`src/rtl/fir_result_reader.sv`:
```
// Rounds finished FIR accumulator words to the sample width and buffers them in a
// small FIFO feeding a valid/ready stream. Define FIR_READER_SAT_EN to clamp positive rounding overflow.
module fir_result_reader #(
  parameter int inWidth  = 20,
  parameter int outWidth = 16,
  parameter int depth    = 4
) (
  input  logic                     clk,
  input  logic                     rst,
  input  logic                     firValid,
  input  logic [inWidth-1:0]       FIR_output,
  output logic [outWidth-1:0]      outData,
  output logic                     outValid,
  input  logic                     outReady,
  output logic                     full,
  output logic [$clog2(depth):0]   count,
  output logic                     overflow,
  input  logic                     clrOvf
);

  localparam int AW = $clog2(depth);
  localparam int CW = AW + 1;
  localparam int SH = inWidth - outWidth - 1;
  localparam logic signed [inWidth-1:0] HALF = inWidth'(1) << SH;
`ifdef FIR_READER_SAT_EN
  localparam logic signed [inWidth-1:0] MAXIN  = {1'b0, {(inWidth-1){1'b1}}};
  // Smallest input whose rounded sum no longer fits the positive range.
  localparam logic signed [inWidth-1:0] OVF_AT = MAXIN - HALF + inWidth'(1);
`endif

  function automatic logic signed [outWidth-1:0] round_word(input logic signed [inWidth-1:0] x);
`ifdef FIR_READER_SAT_EN
    if (x >= OVF_AT)
      round_word = {1'b0, {(outWidth-1){1'b1}}};
    else
      round_word = outWidth'((x + HALF) >>> (inWidth - outWidth));
`else
    round_word = outWidth'((x + HALF) >>> (inWidth - outWidth));
`endif
  endfunction

  logic signed [outWidth-1:0] mem [depth];
  logic [AW-1:0]              wr_ptr, rd_ptr;
  logic signed [outWidth-1:0] wr_word_p0;
  logic                       vld_p0;
  logic                       pop;
  logic                       drop;

  // Stage p0: round the incoming result and decide whether it enters the FIFO.
  always_comb begin
    wr_word_p0 = round_word($signed(FIR_output));
    pop        = outValid & outReady;
    vld_p0     = firValid & (~full | pop);
    drop       = firValid & full & ~pop;
  end

  // Stage p1: FIFO storage; data words carry no reset, occupancy is tracked by control.
  always_ff @(posedge clk) begin
    if (vld_p0)
      mem[wr_ptr] <= wr_word_p0;
  end

  always_ff @(posedge clk or negedge rst) begin
    if (!rst) begin
      wr_ptr   <= '0;
      rd_ptr   <= '0;
      count    <= '0;
      overflow <= 1'b0;
    end else begin
      if (vld_p0)
        wr_ptr <= wr_ptr + AW'(1);
      if (pop)
        rd_ptr <= rd_ptr + AW'(1);
      if (vld_p0 && !pop)
        count <= count + CW'(1);
      else if (!vld_p0 && pop)
        count <= count - CW'(1);
      if (drop)
        overflow <= 1'b1;
      else if (clrOvf)
        overflow <= 1'b0;
    end
  end

  always_comb begin
    outValid = (count != '0);
    full     = (count == CW'(depth));
    outData  = outValid ? mem[rd_ptr] : '0;
  end

endmodule
```
`config.mk`:
```
export PLATFORM = sky130hd
export DESIGN_NAME = fir_result_reader
export DESIGN_NICKNAME = d
export VERILOG_FILES = /design/src/rtl/fir_result_reader.sv
export SDC_FILE = /design/constraint.sdc
export NUM_CORES = 1
export LEC_CHECK = 0
export ABC_AREA = 0
export BUFFER_PORTS_ARGS = -buffer_cell sky130_fd_sc_hd__buf_2
export CAP_MARGIN = 20
export CORE_MARGIN = 8
export CORE_UTILIZATION = 35
export CTS_BUF_LIST = sky130_fd_sc_hd__clkbuf_8 sky130_fd_sc_hd__clkbuf_16
export CTS_CLUSTER_SIZE = 25
export DETAILED_ROUTE_END_ITERATION = 8
export PLACE_DENSITY = 0.65
export SYNTH_ARGS = -nofsm -noshare
export SYNTH_HDL_FRONTEND = slang
export SYNTH_SLANG_ARGS = --single-unit
```
`constraint.sdc`:
```
create_clock -name clk -period 3 [get_ports clk]
set_input_delay 0.6 -clock clk [delete_from_list [all_inputs] [get_ports clk]]
set_output_delay 0.6 -clock clk [all_outputs]
set_load 0.05 [all_outputs]
```
==> out/metrics.yaml, run 1 <==
synthesis:
  synth_cell_types: 30
  synth_edf_count: 64
  synth_top_area_cell: "edfxtp_1"
  synth_fp_nets: 213
  async_flop_share_pct: 11.1
  seq_area_frac_synth_pct: 66.4
  synth-warning-count: 0
  synth_top_flop_cell: "edfxtp_1"
  synth_top_area_share_pct: 60.1
  ys_ff_latch: 72
  synthTopCellsByArea: "edfxtp_1 60%, mux4_1 6.6%, dfrtp_1 6.3%, mux4_2 5.6%, and2_1 3.9%"
  synth_most_common_cell: "edfxtp_1"
  synthTopCellsByCount: "64 x edfxtp_1, 20 x and2_1, 12 x xnor2_1"
  synthCells: 181
  synth_area_per_cell_um2: 17.7
  syn_area_um2: 3200
global_route:
  grt_pass1_vias: 1886
  grt_pass1_wl_um: 9810
  track_usage_pct: 10.4
  grt_max_degree: 19
  antenna_found_initial: 0
  grt_overflow: 0
setup_path:
  cp-end-kind: "primary output"
  cpMaxStageDelayCell: "mux4_1"
  path_max_fanout: 18
  timing.critical_path.to: "outData[6]"
  worstPathCellList: "buf_4, mux4_1, and2_1, buf_2"
  cp.arrival_ns: 2.02
  crit_type: "flip-flop to primary output"
  reg2reg_setup_slack_ns: 0.62
  r2r_end: "count[2]"
  crit_path_start: "rd_ptr[0]"
  cp.required_ns: 2.40
  rr_startpoint: "count[2]"
  critPathLaunchType: "flip-flop"
  r2r_cells: 9
  max_stage_delay_ns: 0.61
pwr:
  peakVddDrop_v: 0.000465
  netSwitchingPower_mw: 1.67
  power_frac_clock_pct: 19.7
  power.internal_mw: 2.39
  swShare_pct: 41.1
  power_frac_seq_pct: 34.9
  p_leak_nw: 1.40
  power_mw: 4.07
  p_comb_share_pct: 45.4
  p_per_area_nw_per_um2: 1080
floorplanning:
  rows: 35
  die_x_um: 112
  initial_core_util_pct: 35.3
  dieArea_um2: 12500
  pin_count: 47
  core_area_um2: 9060
  die_h_um: 112
place:
  io_buffers: 43
  dp_hpwl_um: 4240
  place_congestion: 0.669
route:
  drt_pre_antenna_iters: 4
  wl_met3_um: 221
  wl_per_cell_um: 17.3
  drt_iter0_drc: 44
  vias: 1684
  wl_met1_um: 2710
  drc_errors: 0
  highest_layer: "met4"
  route.met2.wl_um: 3030
  ant_nets: 0
  wirelength_um: 6090
  post_drt_via_cell_ratio: 4.80
clock_network:
  clk_transition_reported_paths_ns: 0.07
  clock-sinks: 72
  post_cts_buffers: 0
  cts_buffer_depth: 2
  cts-buffers-inserted: 9
  cts_tree: "done"
  cts_resized: 0
  insertion_delay_ns: 0.34
  root_buffer: "clkbuf_8"
  cts_hold_buffers: 0
  h-tree-depth: 3
sta:
  final_hold_viol_count: 0
  min_period_ns: 2.62
  setup_viol: 0
  relSlewSlack_pct: 64.5
  fin_hold_ws_ns: 0.107
  tightest_slew_ns: 0.532
  rsz0062_at_grt: "false"
  post-route-period-util_pct: 87.2
  setup-tns-final_ns: 0
  clock_skew_ns: 0.00826
  maxSlewViolCount: 0
  timing.fmax_ghz: 0.382
layout:
  multi_input_area_um2: 996
  area_delta_synth_final_pct: 17.4
  fillers: 823
  drive_gt1_share_pct: 32.5
  diodes: 0
  fin_nets: 267
  utilization_pct: 41.4
  area.sequential_um2: 2120
job:
  cap_violations: 0
min_path:
  min_path_type: "input port to asynchronous set/reset pin"
outcome:
  status: "finished, final reports clean"
[registers in the layout, summed over array words and instances, names as in the netlist]
signal / count
count: 3
wr_ptr: 2
overflow: 1
mem: 64
rd_ptr: 2
[worst min-delay path by stage]
stage | from | to | slack (ns)
4_1_cts | rst | count[2] | 0.09
3_3_place_gp | rst | count[2] | 0.46
3_5_place_dp | rst | count[1] | 0.46
5_1_grt | rst | count[2] | 0.09
6_report | rst | count[2] | 0.11
2_1_floorplan | rst | count[0] | 0.30
[kinds of logic after synthesis]
logic type	Yosys count	synth area share, %
flip-flops	72	66.4
AND/OR/NAND/NOR	50	9.23
XOR/XNOR	21	5.75
multiplexers	18	13.0
buffers and inverters	12	2.50
adder cells (fa/ha/maj)	7	2.97
AO/OA/AOI/OAI	1	0.156
[power groups by stage]
stage / Sequential (mW) / Combinational (mW) / Clock (mW)
3_3_place_gp: 1.43 / 1.86 / 0
2_1_floorplan: 1.50 / 1.39 / 0
6_report: 1.42 / 1.85 / 0.800
5_1_grt: 1.44 / 1.98 / 0.861
3_5_place_dp: 1.44 / 1.89 / 0
4_1_cts: 1.42 / 1.90 / 0.820
[layout make-up]
class | count | share of cell area, %
clock buffer | 9 | 3.30
clock inverter | 7 | 2.33
inverter | 5 | 0.500
multi-input combinational | 97 | 26.5
sequential | 72 | 56.5
tap | 111 | 3.70
timing repair buffer | 50 | 7.13
[metrics by stage]
stage | area (um2) | worst slack [ns] | std cells
after floorplan | 3200 | 0.134 | 181
after global placement | 3540 | 0.536 | 335
after detailed placement | 3540 | 0.467 | 335
after CTS | 3750 | 0.340 | 351
after global routing | 3750 | 0.280 | 351
final | 3750 | 0.384 | 351
[per-layer routing]
layer	vias up	track usage [%]
met5	-	0
met4	0	5.20
met3	12	2.98
met2	34	17.1
met1	846	12.2
li1	792	-
[critical path: cells and delay by family, from the launching register on]
| family | cells | cell delay, ns |
|---|---|---|
| muxes | 1 | 0.61 |
| DFF | 1 | 0.34 |
| buffers and inverters | 2 | 0.52 |
| and+or+nand+nor | 1 | 0.20 |
[cell usage in the layout, fill, tap and decap left out, types with 2 or more instances in the layout]
cell and count:
xnor2_1 12, dfrtp_1 8, ha_1 6, and2_1 20
edfxtp_1 64, nand3_1 6, buf_2 43, and3_1 3
mux4_1 8, clkbuf_8 9, clkinvlp_4 2, mux4_2 8
nor2_1 5, bufinv_16 2, nand2_1 7, buf_4 7
xor2_1 9, inv_1 6
(Power assumes the default switching activity.)
==> inputs of run 2 (changes only) <==
Settings changed: RECOVER_POWER set to 25.
==> run 2 against run 1 <==
Net effect: clock power hardly changed; core utilization is 0.14 points lower; critical endpoint unchanged; critical path type unchanged; count of clock-buffer cells in the layout stayed put; global-route usage stayed put.
==> out/metrics.yaml, run 2 (synthesized netlist as in run 1, its figures left out) <==
layout:
  fin_nets: 267  # unchanged
  postLayoutCellArea_um2: 3740  # -0.33%
  reg.largest.list: "mem x64, count x3"
  largest_register: "mem"
  area_delta_synth_final_pct: 17.0
  largest_reg_flops: 64  # unchanged
  mostFrequentLayoutCell: "edfxtp_1"
  drive_gt1_share_pct: 30.8  # -1.7 points
  final_cell_mix: "64 x edfxtp_1, 41 x buf_2, 20 x and2_1"
  diodes: 0  # unchanged
sta:
  min_period_ns: 2.61  # -0.00304 ns
  setup-tns-final_ns: 0  # unchanged
  setup_viol: 0  # unchanged
  timing.final.ws_setup_ns: 0.387  # +0.00305 ns
  rsz0062_at_grt: "false"
  tightest_slew_ns: 0.532  # +0.0000911 ns
  post-route-period-util_pct: 87.1  # -0.10 points
  clock_skew_ns: 0.00669  # -0.00157 ns
  final_hold_viol_count: 0  # unchanged
  relSlewSlack_pct: 64.5  # about the same
  maxSlewViolCount: 0  # unchanged
  timing.fmax_ghz: 0.383  # +0.12%
pwr:
  power.internal_mw: 2.39  # -0.11%
  netSwitchingPower_mw: 1.67  # -0.20%
  p_leak_nw: 1.40  # -0.56%
  peakVddDrop_v: 0.000465  # about the same
  p_per_area_nw_per_um2: 1090  # +0.19%
  power_frac_clock_pct: 19.7  # about the same
  p_comb_share_pct: 45.4  # about the same
  swShare_pct: 41.1  # about the same
  power_frac_seq_pct: 34.9  # about the same
route:
  vias: 1678  # -0.36%
  drt_iter0_drc: 47  # +6.8%
  post_drt_via_cell_ratio: 4.78  # -0.36%
  ant_nets: 0  # unchanged
  wl_per_cell_um: 17.3  # -0.36%
  drc_errors: 0  # unchanged
  wirelength_um: 6060  # -0.36%
  drt_pre_antenna_iters: 4  # unchanged
floorplanning:
  initial_core_util_pct: 35.3  # unchanged
  pin_count: 47  # unchanged
  die_h_um: 112  # unchanged
  die_x_um: 112  # unchanged
  core_area_um2: 9060  # unchanged
  dieArea_um2: 12500  # unchanged
  rows: 35  # unchanged
clock_network:
  root_buffer: "clkbuf_8"
  cts_resized: 0  # unchanged
  clock-sinks: 72  # unchanged
  cts_hold_buffers: 0  # unchanged
  cts_tree: "done"
  insertion_delay_ns: 0.33  # about the same
  cts-buffers-inserted: 9  # unchanged
  clk_transition_reported_paths_ns: 0.07  # about the same
  post_cts_buffers: 0  # unchanged
  cts_buffer_depth: 2  # unchanged
  h-tree-depth: 3  # unchanged
setup_path:
  cpMaxStageDelayCell: "mux4_1"
  cp_num_cells: 4  # unchanged
  cp_top_family: "multiplexers"
  reg2reg_setup_slack_ns: 0.63  # about the same
  cp-end-kind: "primary output"
  cp.required_ns: 2.40  # about the same
  critPathLaunchType: "flip-flop"
  cp.arrival_ns: 2.01  # about the same
  critPathBufInv: 2  # unchanged
  crit_type: "flip-flop to primary output"
  max_stage_delay_ns: 0.61  # about the same
  rr_startpoint: "count[2]"
  r2r_end: "count[2]"
  r2r_cells: 9  # unchanged
  path_max_fanout: 18  # unchanged
  worstPathCellList: "buf_4, mux4_1, and2_1, buf_2"
place:
  place_congestion: 0.669  # unchanged
  preCtsSetupSlack_ns: 0.467  # unchanged
  place_area_um2: 3540  # unchanged
  io_buffers: 43  # unchanged
  dp_hpwl_um: 4240  # unchanged
outcome:
  status: "finished, final reports clean"
global_route:
  grt_max_degree: 19  # unchanged
  grt_pass1_vias: 1886  # unchanged
  track_usage_pct: 10.4  # unchanged
  grt_pass1_wl_um: 9810  # unchanged
  antenna_found_initial: 0  # unchanged
  grt_overflow: 0  # unchanged
job:
  cap_violations: 0  # unchanged
min_path:
  min_path_type: "input port to asynchronous set/reset pin"
-- run 2: changes by cell type in the layout (fill, tap and decap cells not counted), sizes merged --
cell,before,now
clkbuf,9,11
buf,50,48
-- run 2: area by class of cell --
cell class	instances	area (um2)
fillers	827	5320
flip-flops and latches	72	2120
repair buffers	50	265
clock buffers	9	124
inverters	5	18.8
well taps	111	139
clock inverters	7	87.6
multi-input cells	97	986
-- run 2: worst max-delay path by stage --
stage,from,end,slack [ns]
6_report,rd_ptr[0],outData[6],0.39
5_1_grt,rd_ptr[0],outData[6],0.28
4_1_cts,rd_ptr[0],outData[6],0.34
3_5_place_dp,outReady,count[2],0.47
3_3_place_gp,outReady,count[2],0.54
2_1_floorplan,count[2],count[1],0.13
-- run 2: per-layer routing --
layer  vias to the layer above  part of all wire (%)  GRT usage [%]
met4                         0                   2.0           5.20
met2                        32                    50           17.1
met3                        12                   3.5           2.98
li1                        790                     -              -
met5                         -                     0              0
met1                       844                    45           12.2
-- run 2: metrics by stage --
step	hold WS [ns]	cells	util [%]	power, mW
4_1_cts	0.0885	351	41.4	4.14
3_3_place_gp	0.456	335	39.1	3.29
6_report	0.197	351	41.3	4.06
2_1_floorplan	0.304	181	-	2.90
5_1_grt	0.210	351	41.3	4.28
3_5_place_dp	0.460	335	39.1	3.33
-- run 2: power by group through the flow --
stage	Sequential, mW	Combinational, mW	Clock, mW
2_1_floorplan	1.50	1.39	0
3_5_place_dp	1.44	1.89	0
4_1_cts	1.42	1.90	0.820
3_3_place_gp	1.43	1.86	0
6_report	1.42	1.85	0.799
5_1_grt	1.44	1.97	0.861
